==> src/rtl/dmem_pkg.sv <==
// Shared constants and word type for the MIPS data memory.
// Imported by the memory, its bus interface and the bench.
package dmem_pkg;

    localparam int DMEM_NBITS  = 32;
    localparam int DMEM_ADDRSZ = 5;
    localparam int DEPTH       = 1 << DMEM_ADDRSZ;

    typedef logic signed [DMEM_NBITS-1:0] dmem_word_t;

endpackage : dmem_pkg

==> src/rtl/data_memory_if.sv <==
// Load/store bus between the datapath (master) and the data memory (slave).
// The address is shared by the read and write paths.
interface data_memory_if
    import dmem_pkg::*;
#(
    parameter int NBITS  = DMEM_NBITS,
    parameter int ADDRSZ = DMEM_ADDRSZ
);

    logic                     write_ena;
    logic        [ADDRSZ-1:0] addr;
    logic signed [NBITS-1:0]  data_wr;
    logic signed [NBITS-1:0]  data_rd;

    modport master (
        output write_ena,
        output addr,
        output data_wr,
        input  data_rd
    );

    modport slave (
        input  write_ena,
        input  addr,
        input  data_wr,
        output data_rd
    );

endinterface : data_memory_if

==> src/rtl/data_memory.sv <==
// Word-addressed data RAM: synchronous write, combinational read.
// Asynchronous active-low reset clears every word.
module data_memory
    import dmem_pkg::*;
#(
    parameter int NBITS  = DMEM_NBITS,
    parameter int ADDRSZ = DMEM_ADDRSZ
) (
    input  logic          clk,
    input  logic          rst_n,
    data_memory_if.slave  bus
);

    localparam int WORDS = 1 << ADDRSZ;

    typedef logic signed [NBITS-1:0] word_t;

    word_t mem [WORDS];

    // NOTE: the array must read zero the instant rst_n falls, so it is built
    // from resettable flops rather than a RAM macro that has no clear port.
    always_ff @(posedge clk or negedge rst_n) begin
        if (!rst_n) begin
            for (int i = 0; i < WORDS; i++) begin
                mem[i] <= '0;
            end
        end else if (bus.write_ena) begin
            mem[bus.addr] <= bus.data_wr;
        end
    end

    // No bypass: a same-address write shows up only after the clock edge.
    assign bus.data_rd = mem[bus.addr];

endmodule : data_memory

==> src/flat_wrapper.sv <==
// flat-port wrapper written by rule: the top's interface ports become plain ports
module data_memory_flat import dmem_pkg::*;
#(
    parameter int NBITS  = DMEM_NBITS,
    parameter int ADDRSZ = DMEM_ADDRSZ
)
  (clk, rst_n, bus_write_ena, bus_addr, bus_data_wr, bus_data_rd);
  data_memory_if #(.NBITS(NBITS), .ADDRSZ(ADDRSZ)) bus_i ();
  input  logic clk;
  input  logic rst_n;
  input wire logic [$bits(bus_i.write_ena)-1:0] bus_write_ena;
  input wire logic [$bits(bus_i.addr)-1:0] bus_addr;
  input wire logic [$bits(bus_i.data_wr)-1:0] bus_data_wr;
  output wire logic [$bits(bus_i.data_rd)-1:0] bus_data_rd;
  assign bus_i.write_ena = bus_write_ena;
  assign bus_i.addr = bus_addr;
  assign bus_i.data_wr = bus_data_wr;
  assign bus_data_rd = bus_i.data_rd;
  data_memory #(.NBITS(NBITS), .ADDRSZ(ADDRSZ)) u_core (.clk(clk), .rst_n(rst_n), .bus(bus_i));
endmodule
==> config.mk <==
export PLATFORM = sky130hd
export DESIGN_NAME = data_memory_flat
export DESIGN_NICKNAME = d
export VERILOG_FILES = /design/src/rtl/dmem_pkg.sv /design/src/rtl/data_memory_if.sv /design/src/rtl/data_memory.sv /design/src/flat_wrapper.sv
export SDC_FILE = /design/constraint.sdc
export NUM_CORES = 1
export LEC_CHECK = 0
export ABC_CLOCK_PERIOD_IN_PS = 2000
export CAP_MARGIN = 10
export CORE_UTILIZATION = 40
export CTS_CLUSTER_SIZE = 20
export DETAILED_ROUTE_END_ITERATION = 12
export DONT_BUFFER_PORTS = 1
export PLACE_DENSITY = 0.5
export SLEW_MARGIN = 15
export SYNTH_ARGS = -nofsm -noshare
export SYNTH_HDL_FRONTEND = slang
export SYNTH_SLANG_ARGS = --single-unit
==> constraint.sdc <==
create_clock -name clk -period 2 [get_ports clk]
set_clock_uncertainty 0.15 [all_clocks]
set_input_delay 0 -clock clk [delete_from_list [all_inputs] [get_ports clk]]
set_output_delay 0 -clock clk [all_outputs]
set_load 0.01 [all_outputs]
# Word level (Yosys, flattened, before mapping)

Index checks and enable logic that the tools add are counted.

Output and inout port bits: 32
Input bits: 40
Bits in registers: 1,024
Word-level logic and storage cells: 42

Bitwise gates (word level): 1
Magnitude comparators: 2
Muxes and demuxes: 6
Reduce and logical (&&, ||, !) cells: 1

Operators with widths:

| operator                                                 | number |
|---|---|
| bitwise mux 1024 bit                                     | 1 |
| binary-select mux 32 bit (select 5 bit)                  | 1 |
| demux 32 bit (select 5 bit)                              | 1 |
| two-way mux 32 bit                                       | 3 |
| greater-or-equal comparator 6 bit, second input constant | 1 |
| < comparator 6 x 1 -> 1 bit, second input constant       | 1 |
| NOT 5 -> 6 bit                                           | 1 |
| logical AND 1 bit                                        | 1 |

# Longest topological paths before layout

Depth after elaboration: 6
Gate-level depth with buffers: 8
Gate-level depth less buffers: 4

# Worst setup path after synthesis

OpenSTA, ideal clock, no wires.

Path kind: input to register
Start point: in bus_addr[1]
End point: reg u_core.mem[609] (netlist name)
Setup slack: 400 ps
Stages on the path: 5
Data required time: 1,725 ps
Buffers on the path: 2
Library setup time: 125 ps
Arrival time: 1,326 ps
Cell sequence: buf_2 or3b_1 nor3_4 buf_4 mux2_2

Cells in the longest elaborated chain, start to end: 6

Ends and longest elaborated chain:

| what                                                                                                          | line               | RTL |
|---|---|---|
| start, declared                                                                                               | flat_wrapper.sv:12 | `input wire logic [$bits(bus_i.addr)-1:0] bus_addr;` |
| NOT 5 -> 6 bit (not written as such) (*)                                                                      | data_memory.sv:28  | `mem[bus.addr] <= bus.data_wr;` |
| greater-or-equal comparator 6 bit (not written as such) / < comparator 6 x 1 -> 1 bit (equally long branches) | data_memory.sv:28  |  |
| logical AND 1 bit (not written as such)                                                                       | data_memory.sv:28  |  |
| two-way mux 32 bit (not written as such)                                                                      | data_memory.sv:28  |  |
| demux 32 bit (select 5 bit) (*)                                                                               | data_memory.sv:28  |  |
| bitwise mux 1024 bit (*)                                                                                      | data_memory.sv:28  |  |
| end signal, assigned by index                                                                                 | data_memory.sv:28  |  |
| end, declared                                                                                                 | data_memory.sv:18  | `word_t mem [WORDS];` |

Every way passes the cells marked *; elsewhere a longest branch is shown, timed or not.
A chain may end at the register's enable or synchronous reset.

# Final worst setup path

Start point: in bus_addr[1]
End point: out bus_data_rd[25]

Cells in the longest elaborated chain, start to end: 4

Ends and longest elaborated chain:

| what                                                   | line               | RTL |
|---|---|---|
| NOT 5 -> 6 bit (not written as such)                   | data_memory.sv:33  | `assign bus.data_rd = mem[bus.addr];` |
| binary-select mux 32 bit (select 5 bit)                | data_memory.sv:33  |  |
| two-way mux 32 bit (not written as such) (2 in series) | data_memory.sv:33  |  |
| end, declared                                          | flat_wrapper.sv:14 | `output wire logic [$bits(bus_i.data_rd)-1:0] bus_data_rd;` |

Every way passes these cells. The select of a mux whose other input is x is not followed.

==> reports/metrics.yaml <==
power:
  switching_power_mw: 14.1
  p_sw_share_pct: 24.8
  p_seq_share_pct: 47.1
  static-leakage-power_nw: 25.1
  peakVddDrop_mv: 0.799
  clkPwrFrac_pct: 38.1
  power.internal_mw: 42.8
  power_density_mw_per_mm2: 1040
  combPwrFrac_pct: 14.8
sta:
  setup_viol: 412
  finalSetupTns_ns: -99.64
  hold_viol_final: 443
  finalMaxSlewViolations: 361
  period_needed_ns: 3.82
  worst_pin_slew_ns: 3.62
  fin_ws_ns: -1.82
  rsz0062_at_grt: "true"
  hold-worst-slack_ns: -1.13
  post-route-period-util_pct: 191
  max_freq_mhz: 262
  maxSlewHeadroom_pct: -142
layout:
  drive_above_1_share_pct: 42.9
  fin_area_mm2: 0.0547
  num_antenna_cells: 0
  largest_reg_flops: 1024
  reg_top3: "u_core.mem (1024)"
  final_util_pct: 47.7
  layout.nets: 3369
  syn_to_final_growth_pct: 17.8
  top_register: "u_core.mem"
yosys:
  synth_top_area_share_pct: 55.2
  yosysUniqueCellTypes: 29
  synth.avg_cell_area_um2: 14.1
  synth_top_flop_cell: "dfrtp_1"
  synth_top_cells_by_area: "dfrtp_1 55%, mux2_2 23%, mux2i_1 11%"
  synth_adder_area_share_pct: 0
  netlist_instances: 3295
  yosysMostFrequentCell: "dfrtp_1"
  synth_seq_cells: 1024
  synth_edf_count: 0
  synthArstFlopShare_pct: 100
  syn_area_mm2: 0.0465
  yosys_warnings: 0
  yosysTopAreaCell: "dfrtp_1"
  synth_fp_nets: 3335
  synth_compound_area_share_pct: 3.45
  synth-simple-area-share_pct: 2.18
  synth_top_family_by_area: "multiplexers"
  synth_common_cells: "1024 x dfrtp_1, 960 x mux2_2, 512 x mux2i_1"
  yosysSeqAreaShare_pct: 55.2
  synth_xor_area_share_pct: 0
  yosys-mux-area-fraction_pct: 35.9
placement:
  hpwlAfterDp_mm: 75.6
  dpl_cell_area_mm2: 0.0487
  gp_congestion: 0.758
  dp_worst_setup_slack_ns: -0.0819
  place.port_buffers: 0
die:
  core_mm2: 0.115
  io_pins: 72
  initial_core_util_pct: 40.5
  fp.dieW_um: 343
  die-area_mm2: 0.117
  die_h_um: 343
  rows: 124
global_route:
  grt_pass1_vias: 29800
  track_usage_pct: 22.9
  grt_pass1_wl_mm: 200
  antenna_found_initial: 5
  grt-ovfl-total: 0
  grt_max_degree: 1025
clock_network:
  cts_made_buffers: 114
  path_clk_slew_ns: 0.06
  htreeDepth: 3
  clk_latency_ns: 0.71
  clock_sinks: 1024
  ctsRootBufferMaster: "clkbuf_16"
  clockBufferDepth: 3
  cts_tree: "done"
critical_path:
  startpoint_type: "input pin"
  worstSetupEndpointType: "output port"
  criticalPathCategory: "input pin to output port"
  worstPathArrival_ns: 3.67
  cp_max_fo: 519
  worst_ep_required_time_ns: 1.85
detailed_routing:
  dr.first_iter.drc_count: 1588
  drc: 2
  detail-route-antenna-nets: 0
  wl_per_cell_um: 27.1
  drt-total-wl_mm: 134
  viasPerCell: 5.67
  first_pass_iters: 9
  vias: 27900
worst_hold_path:
  hold_class: "input pin to async pin"
run:
  maxCapViolations: 0
run_status:
  status: "finished, violations left"
  violations: "DRC, hold timing, slew limit, setup timing"
metrics by stage:
step | hold slack, ns | power (mW) | cells
floorplan | -0.446 | 32.5 | 3295
global placement | -0.374 | 33.6 | 4621
detailed placement | -0.368 | 34.1 | 4621
CTS | -1.11 | 56.9 | 4916
global route | -1.17 | 59.5 | 4929
finish | -1.13 | 56.9 | 4929
layout by cell type, fill, tap and decap left out, types with 24 or more instances in the layout:
cell           instances
nand2_2               24
buf_12                74
o22ai_2               27
mux2_2               960
o22ai_1              229
mux2_1                64
dfrtp_1             1024
clkbuf_8              30
mux2i_1              500
clkbuf_1              26
buf_4                 77
dlygate4sd3_1         61
clkbuf_16            119
nor4_2                30
cell type report:
type / count / area (µm²)
clock buffer: 173 / 3440
clock inverter: 31 / 457
fill: 10100 / 60100
multi-input combinational: 1953 / 20300
sequential: 1024 / 25600
tap: 1512 / 1890
timing repair buffer: 236 / 3020
repair_timing:
item | 4_1_cts | 5_1_grt
pin swaps | 52 | 39
endpoints found under the hold margin | 2048 | 452
hold buffers | 89 | 5
cloned | 0 | 2
setup buffers | 3 | 1
resized for setup | 94 | 57
endpoints found under the setup margin | 32 | 558
worst max-delay path: stages:
cell	delay [ns]
mux2i_2	1.17
o22ai_2	0.21
nor4_4	0.36
buf_4	0.17
nand2_4	0.06
power by group through the flow:
| stage | Sequential (mW) | Clock, mW | Combinational, mW |
|---|---|---|---|
| after CTS | 26.7 | 22.3 | 7.91 |
| after floorplan | 26.5 | 0 | 6.03 |
| final | 26.8 | 21.7 | 8.40 |
| after detailed placement | 27.1 | 0 | 6.99 |
| after global routing | 27.3 | 23.1 | 9.10 |
| after global placement | 26.8 | 0 | 6.74 |
worst paths after layout:
check | startpoint | end | slack [ns] | depth (start not counted)
worst max-delay path | bus_addr[1] | bus_data_rd[25] | -1.82 | 5
worst min-delay path | rst_n | u_core.mem[583] | -1.13 | 0
worst max register to register | u_core.mem[124] | u_core.mem[124] | 0.47 | 2
worst min register to register | u_core.mem[533] | u_core.mem[533] | 0.33 | 1
max in group asynchronous | rst_n | u_core.mem[601] | 0.48 | 3
min in group clk | bus_data_wr[12] | u_core.mem[588] | 0.13 | 3
metal layers:
| layer | vias to the layer above | track usage, % | wire length, µm |
|---|---|---|---|
| li1 | 12200 | - | - |
| met1 | 15100 | 31.3 | 60700 |
| met2 | 461 | 37.3 | 64500 |
| met3 | 185 | 3.30 | 4690 |
| met4 | 2 | 7.38 | 3690 |
| met5 | - | 0 | 14 |
cell families (layout without fill, tap and decap cells):
group	Yosys count	after routing
buffers and inverters	318	440
and+or+nand+nor	161	161
DFF	1024	1024
AOI/OAI and AO/OA	256	256
muxes	1536	1536
(Power assumes the default switching activity.)
